<file path="src/rtl/mod10_counter_pkg.sv">
// -----------------------------------------------------------------------------
// mod10_counter_pkg
//   Shared constants, types and helpers for the decade counter.
//   - MOD10_WIDTH / MOD10_MODULUS : default counter width and modulus
//   - count_t                     : default-width count/din type
//   - clamp_load()                : maps an out-of-range load value to 0
// -----------------------------------------------------------------------------
package mod10_counter_pkg;

  localparam int MOD10_WIDTH   = 4;
  localparam int MOD10_MODULUS = 10;

  typedef logic [MOD10_WIDTH-1:0] count_t;

  // Unsigned compare: values MOD10_MODULUS..2**MOD10_WIDTH-1 load as 0.
  function automatic count_t clamp_load(input count_t din);
    return (din < count_t'(MOD10_MODULUS)) ? din : '0;
  endfunction

endpackage

</file>
<file path="src/rtl/mod10_counter_next.sv">
// -----------------------------------------------------------------------------
// mod10_counter_next
//   Purely combinational next-state logic for the decade counter.
//   Ports:
//     count      in   WIDTH  current registered count
//     load       in   1      parallel-load request (wins over increment)
//     din        in   WIDTH  load value, clamped to 0 when >= MODULUS
//     next_count out  WIDTH  value to register on the next edge
//     wrap       out  1      high when this edge wraps MODULUS-1 -> 0 by increment
// -----------------------------------------------------------------------------
module mod10_counter_next
  import mod10_counter_pkg::*;
#(
  parameter int MODULUS = MOD10_MODULUS,
  parameter int WIDTH   = MOD10_WIDTH
) (
  input  logic [WIDTH-1:0] count,
  input  logic             load,
  input  logic [WIDTH-1:0] din,
  output logic [WIDTH-1:0] next_count,
  output logic             wrap
);

  localparam logic [WIDTH-1:0] TERMINAL = WIDTH'(MODULUS - 1);

  logic [WIDTH-1:0] load_value;
  logic [WIDTH:0]   count_inc;
  logic             inc_msb_unused;

  generate
    if (MODULUS == MOD10_MODULUS && WIDTH == MOD10_WIDTH) begin : g_pkg_clamp
      assign load_value = clamp_load(din);
    end else begin : g_generic_clamp
      localparam logic [WIDTH:0] MOD_EXT = (WIDTH+1)'(MODULUS);
      assign load_value = ({1'b0, din} < MOD_EXT) ? din : '0;
    end
  endgenerate

  // One extra bit so the sum can never wrap silently; the top bit is never
  // needed because the terminal compare below catches MODULUS-1 first.
  assign count_inc      = {1'b0, count} + (WIDTH+1)'(1);
  assign inc_msb_unused = count_inc[WIDTH];

  // NOTE: every output gets a default before any branch so no latch is inferred.
  always_comb begin
    next_count = count_inc[WIDTH-1:0];
    wrap       = 1'b0;
    if (load) begin
      next_count = load_value;
    end else if (count == TERMINAL) begin
      next_count = '0;
      wrap       = 1'b1;
    end
  end

endmodule

</file>
<file path="src/rtl/mod10_counter.sv">
// -----------------------------------------------------------------------------
// mod10_counter
//   Loadable decade (modulo-MODULUS) up-counter. Counts 0..MODULUS-1, wraps,
//   and accepts a synchronous parallel load; out-of-range loads clamp to 0.
//   Optional feature macro: MOD10_COUNTER_CARRY_EN adds a registered carry_out.
//   Ports:
//     clk        in   1      rising-edge clock
//     rst        in   1      asynchronous active-high reset (count -> 0)
//     load       in   1      synchronous parallel load, priority over increment
//     din        in   WIDTH  load value
//     count      out  WIDTH  registered count, always < MODULUS
//     carry_out  out  1      (MOD10_COUNTER_CARRY_EN only) one-cycle pulse on
//                            the edge where count wraps MODULUS-1 -> 0
// -----------------------------------------------------------------------------
module mod10_counter
  import mod10_counter_pkg::*;
#(
  parameter int MODULUS = MOD10_MODULUS,
  parameter int WIDTH   = MOD10_WIDTH
) (
  input  logic             clk,
  input  logic             rst,
  input  logic             load,
  input  logic [WIDTH-1:0] din,
  output logic [WIDTH-1:0] count
`ifdef MOD10_COUNTER_CARRY_EN
  ,
  output logic             carry_out
`endif
);

  logic [WIDTH-1:0] next_count;
  logic             wrap;

  mod10_counter_next #(
    .MODULUS(MODULUS),
    .WIDTH  (WIDTH)
  ) u_next (
    .count     (count),
    .load      (load),
    .din       (din),
    .next_count(next_count),
    .wrap      (wrap)
  );

  // NOTE: sequential state uses non-blocking assignments so every register
  // samples pre-edge values regardless of process ordering.
  always_ff @(posedge clk or posedge rst) begin
    if (rst) begin
      count <= '0;
    end else begin
      count <= next_count;
    end
  end

`ifdef MOD10_COUNTER_CARRY_EN
  // wrap is already suppressed by load, so a load at the terminal count or a
  // load of 0 never pulses carry_out.
  always_ff @(posedge clk or posedge rst) begin
    if (rst) begin
      carry_out <= 1'b0;
    end else begin
      carry_out <= wrap;
    end
  end
`else
  logic wrap_unused;
  assign wrap_unused = wrap;
`endif

endmodule

</file>
<file path="config.mk">
export PLATFORM = sky130hd
export DESIGN_NAME = mod10_counter
export DESIGN_NICKNAME = d
export VERILOG_FILES = /design/src/rtl/mod10_counter_pkg.sv /design/src/rtl/mod10_counter_next.sv /design/src/rtl/mod10_counter.sv
export SDC_FILE = /design/constraint.sdc
export NUM_CORES = 1
export LEC_CHECK = 0
export BUFFER_PORTS_ARGS = -buffer_cell sky130_fd_sc_hd__buf_4
export CORE_AREA = 2 2 39 41
export CTS_BUF_LIST = sky130_fd_sc_hd__clkbuf_4 sky130_fd_sc_hd__clkbuf_8
export DETAILED_ROUTE_END_ITERATION = 12
export DIE_AREA = 0 0 41 43
export PLACE_DENSITY_LB_ADDON = 0.05
export SYNTH_ARGS = -nofsm -noshare
export SYNTH_HDL_FRONTEND = slang
export SYNTH_SLANG_ARGS = --single-unit
</file>
<file path="constraint.sdc">
create_clock -name clk -period 1.25 [get_ports clk]
set_input_delay 0.25 -clock clk [delete_from_list [all_inputs] [get_ports clk]]
set_output_delay 0.25 -clock clk [all_outputs]
set_load 0.02 [all_outputs]
</file>
==> results of run 1 <==
-- cells by family (layout without fill, tap and decap cells) --
kind of cell    Yosys count  in the layout  synth area share [%]
xor+xnor                  1              1                  4.07
mux                       2              2                  9.30
buf+inv                   2             16                  3.49
compound gates            8              8                  19.8
flops                     4              4                  46.5
simple gates              7              7                  16.9
-- placed cells by master, fill, tap and decap left out, drive strengths merged --
cell / instances
buf: 10
o21ai: 6
dfrtp: 4
clkbuf: 3
inv: 2
nand2: 2
nand3b: 2
mux2i: 2
nand3: 2
xnor2: 1
a21oi: 1
a22oi: 1
nor2: 1
dlygate4sd3: 1
-- stage by stage --
stage,std cells,setup WS [ns],hold WS (ns)
floorplan,24,0.265,0.0161
global placement,50,0.254,0.145
detailed placement,50,0.286,0.144
CTS,54,0.143,0.248
global route,54,0.0993,0.253
finish,54,0.148,0.257
-- how the worst max path moves through the flow --
stage,end,slack (ns)
global route,count[0],0.1
CTS,count[0],0.14
finish,count[0],0.15
global placement,count[3]$_DFF_PP0_,0.25
detailed placement,count[3]$_DFF_PP0_,0.29
floorplan,count[3]$_DFF_PP0_,0.27
-- final cells by class --
class | instances | area (um^2)
fill | 155 | 1040
sequential | 4 | 100
multi-input combinational | 18 | 108
tap | 16 | 20.0
clock buffer | 3 | 22.5
inverter | 2 | 7.51
timing repair buffer | 11 | 85.1
-- power groups by stage --
stage                     sequential, mW  clock, mW  combinational (mW)
final                              0.169      0.156               0.118
after global routing               0.171      0.180               0.130
after CTS                          0.169      0.162               0.120
after detailed placement           0.170          0               0.117
after global placement             0.170          0               0.118
after floorplan                    0.186          0              0.0427
-- metal layers --
metal | GRT usage [%] | share of wire (%)
met3 | 6.28 | 12
met5 | 0 | 0
met2 | 8.75 | 40
met1 | 9.35 | 46
met4 | 4.00 | 2.6
==> impl_metrics.env, run 1 <==
export IMPL_synth_area_um2=215
export IMPL_ys_ff_latch=4
export IMPL_largestRegisters="count (4)"
export IMPL_vias=226
export IMPL_power_frac_seq_pct=38.2
export IMPL_rows=14
export IMPL_worstSkewPairLatency_ns=0.23
export IMPL_area_delta_synth_final_pct=59.3
export IMPL_syn_num_nets=31
export IMPL_ys_flop_type="dfrtp_1"
export IMPL_slew_headroom_pct=86.4
export IMPL_antenna_found_initial=0
export IMPL_clockPowerShare_pct=35.2
export IMPL_endpoint_kind="primary output"
export IMPL_viasPerCell=4.19
export IMPL_coreArea_um2=1380
export IMPL_io_pins=11
export IMPL_p_int_mw=0.313
export IMPL_ys_async_sr_fraction_pct=100
export IMPL_cp_depth=1
export IMPL_min_delay_path_depth=2
export IMPL_drt_pass1_iter_count=2
export IMPL_place_area_um2=310
export IMPL_status="complete, no violations"
export IMPL_drt_total_wl_um=534
export IMPL_slew_violations=0
export IMPL_fin_skew_ns=0.00392
export IMPL_tritoncts="yes"
export IMPL_postLayoutCellArea_um2=343
export IMPL_r2r_setup_slack_ns=0.28
export IMPL_largest_register="count"
export IMPL_layout_drive_gt1_share_pct=34.2
export IMPL_max_freq_mhz=907
export IMPL_critPathTopFamily="flip-flops"
export IMPL_yosys_cell_types_count=12
export IMPL_synth_edf_count=0
export IMPL_setup_viol=0
export IMPL_grt_ovfl_total=0
export IMPL_grt_max_degree=9
export IMPL_rsz0062_at_grt="no"
export IMPL_fin_crit_ns=1.10
export IMPL_arrival_ns=0.85
export IMPL_diodes=0
export IMPL_gpl_final_weighted_congestion=0.683
export IMPL_yosysMostFrequentCell="o21ai_0"
export IMPL_yosysTopAreaCellShare_pct=46.5
export IMPL_synth_top_area_cell="dfrtp_1"
export IMPL_critPathLaunchType="flip-flop"
export IMPL_cts_hold_buf=1
export IMPL_syn_inst=24
export IMPL_die_w_um=41
export IMPL_finalSetupTns_ns=0
export IMPL_wl_per_cell_um=9.89
export IMPL_p_sw_share_pct=29.2
export IMPL_crit_path_max_incr_delay_ns=0.43
export IMPL_grt_pass1_vias=207
export IMPL_timing_rr_end="count[3]$_DFF_PP0_"
export IMPL_critPathMaxFanout=6
export IMPL_fp_dieH_um=43
export IMPL_yosys_warnings=0
export IMPL_worstSetupPathType="reg -> out"
export IMPL_ctsResizeCount=0
export IMPL_ant_nets=0
export IMPL_powerDensity_nw_per_um2=1290
export IMPL_yosys_top_cells_area="dfrtp_1 47%, o21ai_0 12%, mux2i_1 9.3%"
export IMPL_critPathBufInv=1
export IMPL_portBuffers=10
export IMPL_cp_slowest_cell="dfrtp_1"
export IMPL_cap_violations=0
export IMPL_drt_iter0_drc=11
export IMPL_drc=0
export IMPL_power_frac_comb_pct=26.6
export IMPL_hp_start="load"
export IMPL_grt_pass1_wl_um=821
export IMPL_post_cts_buffers=0
export IMPL_min_to="count[3]$_DFF_PP0_"
export IMPL_cts_buffers=3
export IMPL_track_usage_pct=7.54
export IMPL_largest_reg_flops=4
export IMPL_p_leak_nw=0.157
export IMPL_crit_chain="buf_4"
export IMPL_clk_pin_slew_ns=0.04
export IMPL_dieArea_um2=1760
export IMPL_period_share_pct=88.2
export IMPL_clockBufferDepth=2
export IMPL_hold_path_class="in -> reg"
export IMPL_ir_drop_v=0.000829
export IMPL_max_slew_worst_pin_slew_ns=0.204
export IMPL_rr_worst_depth=4
export IMPL_rr_startpoint="count[0]$_DFF_PP0_"
export IMPL_total_power_mw=0.442
export IMPL_final_util_pct=24.8
export IMPL_power_switching_mw=0.129
export IMPL_hold_viol_final=0
export IMPL_cts_root_buf="clkbuf_4"
export IMPL_final_nets=47
export IMPL_ys_seq_area_share_pct=46.5
export IMPL_syn_area_per_cell_um2=8.97
export IMPL_crit_required_ns=1.00
export IMPL_cts_sinks=4
export IMPL_ctsHtreeMaxLevel=1
export IMPL_critPathLaunch="count[0]$_DFF_PP0_"
export IMPL_start_util_pct=15.6
export IMPL_netlist_top_cells_count="5 x o21ai_0, 4 x dfrtp_1"
(Power assumes the default switching activity.)
==> run 2: changes to the inputs <==
Settings changed: BUFFER_PORTS_ARGS -buffer_cell sky130_fd_sc_hd__buf_4 to unset, DONT_BUFFER_PORTS set to 1.
==> impl_metrics.env, run 2 (same netlist as run 1, synthesis figures left out) <==
export IMPL_status="complete, no violations"
export IMPL_fin_skew_ns=0.00371
export IMPL_hold_viol_final=0
export IMPL_ctsHtreeMaxLevel=1
export IMPL_worstSkewPairLatency_ns=0.23
export IMPL_cts_buffers=3
export IMPL_clockBufferDepth=2
export IMPL_rsz0062_at_grt="no"
export IMPL_clk_pin_slew_ns=0.04
export IMPL_fin_crit_ns=1.09
export IMPL_fp_dieH_um=43
export IMPL_p_leak_nw=0.118
export IMPL_final_common_cell="o21ai_0"
export IMPL_critPathBufInv=1
export IMPL_ant_nets=0
export IMPL_critPathMaxFanout=6
export IMPL_tritoncts="yes"
export IMPL_period_share_pct=87.6
export IMPL_area_delta_synth_final_pct=31.4
export IMPL_post_cts_buffers=0
export IMPL_io_pins=11
export IMPL_grt_ovfl_total=0
export IMPL_largestRegisters="count (4)"
export IMPL_largest_reg_flops=4
export IMPL_largest_register="count"
export IMPL_finalSetupTns_ns=0
export IMPL_final_nets=39
export IMPL_ir_drop_v=0.000279
export IMPL_crit_chain="buf_4"
export IMPL_grt_pass1_vias=246
export IMPL_mostFrequentLayoutCells="5 x o21ai_0, 4 x dfrtp_1, 3 x clkbuf_4"
export IMPL_drc=0
export IMPL_antenna_found_initial=0
export IMPL_worstSetupPathType="reg -> out"
export IMPL_regArea_um2=100
export IMPL_start_util_pct=15.6
export IMPL_viasPerCell=4.20
export IMPL_drt_iter0_drc=2
export IMPL_critPathLaunchType="flip-flop"
export IMPL_rows=14
export IMPL_max_freq_mhz=913
export IMPL_setup_viol=0
export IMPL_wl_per_cell_um=10.8
export IMPL_coreArea_um2=1380
export IMPL_cp_slowest_cell="dfrtp_1"
export IMPL_vias=193
export IMPL_hold_path_class="in -> reg"
export IMPL_ctsResizeCount=0
export IMPL_critPathTopFamily="flip-flops"
export IMPL_placedCellCount=42
export IMPL_crit_required_ns=1.00
export IMPL_max_slew_worst_pin_slew_ns=0.316
export IMPL_cts_root_buf="clkbuf_4"
export IMPL_drt_pass1_iter_count=4
export IMPL_slew_headroom_pct=78.9
export IMPL_cts_sinks=4
export IMPL_slew_violations=0
export IMPL_cts_hold_buf=1
export IMPL_drt_total_wl_um=495
export IMPL_powerDensity_nw_per_um2=1450
export IMPL_instances_no_fill=46
export IMPL_cap_violations=0
export IMPL_arrival_ns=0.84
export IMPL_crit_path_max_incr_delay_ns=0.43
export IMPL_diodes=0
export IMPL_fillCellCount=166
export IMPL_grt_max_degree=9
export IMPL_dp_hpwl_um=390
export IMPL_die_w_um=41
export IMPL_multi_input_area_um2=108
export IMPL_track_usage_pct=8.86
export IMPL_dieArea_um2=1760
export IMPL_portBuffers=0
export IMPL_grt_pass1_wl_um=966
export IMPL_endpoint_kind="primary output"
export IMPL_layout_drive_gt1_share_pct=16.7
export IMPL_gpl_final_weighted_congestion=0.682
## run 2: final timing paths
check | to | slack, ns | depth (start not counted) | start
worst max-delay path | count[0] | 0.16 | 1 | count[0]$_DFF_PP0_
worst min register to register | count[0]$_DFF_PP0_ | 0.59 | 1 | count[0]$_DFF_PP0_
min in group asynchronous | count[3]$_DFF_PP0_ | 0.34 | 2 | rst
worst max register to register | count[3]$_DFF_PP0_ | 0.21 | 3 | count[3]$_DFF_PP0_
worst min-delay path | count[3]$_DFF_PP0_ | 0.11 | 1 | load
max in group asynchronous | count[2]$_DFF_PP0_ | 0.76 | 2 | rst
## run 2: power breakdown
part	internal, mW	total (mW)	switching, mW
combinational	0.0377	0.0753	0.0376
clock	0.107	0.156	0.0491
sequential	0.146	0.179	0.0321
total	0.291	0.410	0.119
## run 2: layer usage
metal	up-vias	share of wire (%)	GRT usage [%]
li1	98	-	-
met1	84	40	10.4
met2	11	45	10.6
met3	0	14	3.66
met4	0	0	10.0
met5	-	0	0
## run 2: area by class of cell
type	count	share of cell area [%]
clock buffer	3	7.96
tap	16	7.08
inverter	2	2.65
multi-input combinational	18	38.1
sequential	4	35.4
timing repair buffer	3	8.85
## run 2: stage by stage
step	util (%)	setup WS (ns)	hold WS, ns	instance area, um^2	total power, mW
floorplan	-	0.265	0.0161	215	0.229
global placement	18.1	0.224	0.0446	250	0.257
detailed placement	18.1	0.199	0.0345	250	0.254
CTS	20.4	0.139	0.101	283	0.423
global route	20.4	0.0942	0.114	283	0.438
finish	20.4	0.155	0.110	283	0.410
## run 2: worst reg2reg max path: stages (launching register included)
cell,delay [ns]
dfrtp_1,0.50
mux2i_1,0.23
a22oi_1,0.11
o21ai_1,0.13
==> run 3: changes to the inputs <==
Settings changed: MAX_ROUTING_LAYER set to met4, PLACE_DENSITY_LB_ADDON 0.05 to unset.
==> impl_metrics.env, run 3 (same netlist as run 1, synthesis figures left out) <==
export IMPL_dieArea_um2=1760
export IMPL_worstSkewPairLatency_ns=0.23
export IMPL_r2r_setup_slack_ns=0.29
export IMPL_met1Wirelength_um=244
export IMPL_finalSetupTns_ns=0
export IMPL_slew_violations=0
export IMPL_setup_viol=0
export IMPL_place_area_um2=265
export IMPL_grt_max_degree=9
export IMPL_ctsHtreeMaxLevel=1
export IMPL_p_leak_nw=0.129
export IMPL_cp_slowest_cell="dfrtp_1"
export IMPL_max_freq_mhz=915
export IMPL_drt_iter0_drc=10
export IMPL_ctsResizeCount=0
export IMPL_wl_met3_um=77
export IMPL_crit_path_max_incr_delay_ns=0.42
export IMPL_max_slew_worst_pin_slew_ns=0.184
export IMPL_endpoint_kind="primary output"
export IMPL_coreArea_um2=1380
export IMPL_hp_start="load"
export IMPL_antenna_found_initial=0
export IMPL_postLayoutCellArea_um2=298
export IMPL_fillCellCount=149
export IMPL_track_usage_pct=7.13
export IMPL_min_delay_path_depth=1
export IMPL_mostFrequentLayoutCells="5 x o21ai_0, 4 x dfrtp_1, 4 x buf_4"
export IMPL_ir_drop_v=0.000677
export IMPL_clk_pin_slew_ns=0.04
export IMPL_grt_pass1_wl_um=669
export IMPL_period_share_pct=87.5
export IMPL_fin_skew_ns=0.00203
export IMPL_timing_rr_end="count[3]$_DFF_PP0_"
export IMPL_wl_per_cell_um=9.77
export IMPL_critPathMaxFanout=5
export IMPL_io_pins=11
export IMPL_post_cts_buffers=0
export IMPL_fin_crit_ns=1.09
export IMPL_regArea_um2=100
export IMPL_critPathBufInv=1
export IMPL_start_util_pct=15.6
export IMPL_min_to="count[3]$_DFF_PP0_"
export IMPL_largest_reg_flops=4
export IMPL_rsz0062_at_grt="no"
export IMPL_cts_root_buf="clkbuf_4"
export IMPL_rr_worst_depth=4
export IMPL_cts_buffers=3
export IMPL_viasPerCell=4.19
export IMPL_rr_startpoint="count[0]$_DFF_PP0_"
export IMPL_grt_ovfl_total=0
export IMPL_hold_viol_final=0
export IMPL_highest_layer="met4"
export IMPL_portBuffers=0
export IMPL_worstSetupPathType="reg -> out"
export IMPL_crit_required_ns=1.00
export IMPL_wl_met2_um=143
export IMPL_drt_total_wl_um=469
export IMPL_tritoncts="yes"
export IMPL_clockBufferDepth=2
export IMPL_cap_violations=0
export IMPL_critPathTopFamily="flip-flops"
export IMPL_cts_sinks=4
export IMPL_arrival_ns=0.84
export IMPL_dp_hpwl_um=357
export IMPL_fp_dieH_um=43
export IMPL_multi_input_area_um2=108
export IMPL_largest_register="count"
export IMPL_final_common_cell="o21ai_0"
export IMPL_crit_chain="buf_4"
export IMPL_powerDensity_nw_per_um2=1420
export IMPL_critPathLaunchType="flip-flop"
export IMPL_vias=201
export IMPL_slew_headroom_pct=87.7
export IMPL_ant_nets=0
export IMPL_drt_pass1_iter_count=4
export IMPL_drc=0
export IMPL_final_nets=41
export IMPL_diodes=0
export IMPL_layout_drive_gt1_share_pct=21.9
export IMPL_die_w_um=41
export IMPL_grt_pass1_vias=162
export IMPL_largestRegisters="count (4)"
export IMPL_area_delta_synth_final_pct=38.4
export IMPL_hold_path_class="in -> reg"
export IMPL_status="complete, no violations"
export IMPL_gpl_final_weighted_congestion=0.637
export IMPL_rows=14
[run 3: power breakdown]
| part | leakage [nW] | switching [mW] | internal (mW) |
|---|---|---|---|
| Combinational | 0.0638 | 0.0522 | 0.0475 |
| Clock | 0.0138 | 0.0501 | 0.107 |
| Sequential | 0.0509 | 0.0193 | 0.147 |
| Total | 0.129 | 0.122 | 0.301 |
[run 3: worst max-delay path by stage]
stage                                     to  slack, ns  cells past startpoint          startpoint
after global placement    count[3]$_DFF_PP0_       0.30                      4  count[0]$_DFF_PP0_
after detailed placement  count[3]$_DFF_PP0_       0.29                      4  count[0]$_DFF_PP0_
after floorplan           count[3]$_DFF_PP0_       0.27                      4  count[0]$_DFF_PP0_
after global routing                count[0]       0.11                      1  count[0]$_DFF_PP0_
after CTS                           count[0]       0.14                      1  count[0]$_DFF_PP0_
final                               count[0]       0.16                      1  count[0]$_DFF_PP0_
[run 3: cell type report]
type	count	share of cell area (%)
repair buffers	5	13.4
clock buffers	3	7.56
well taps	16	6.72
flip-flops and latches	4	33.6
inverters	2	2.52
multi-input cells	18	36.1
[run 3: metrics by stage]
stage	worst slack (ns)	cells	utilization, %	hold slack (ns)	total power [mW]
final	0.157	48	21.5	0.113	0.423
after global routing	0.107	48	21.5	0.0914	0.465
after CTS	0.144	48	21.5	0.104	0.433
after detailed placement	0.291	44	19.2	0.0335	0.265
after global placement	0.298	44	19.2	0.0317	0.265
after floorplan	0.265	24	-	0.0161	0.229
[run 3: timing repair]
item / CTS / global route
endpoints found under the setup margin: 0 / 0
hold endpoints to repair: 4 / 0
hold buffers: 1 / 0
[run 3: routing by layer]
layer | vias to the layer above | global-route usage, %
li1 | 102 | -
met1 | 83 | 10.4
met2 | 14 | 4.06
met3 | 2 | 9.42
met4 | 0 | 4.00
met5 | - | -
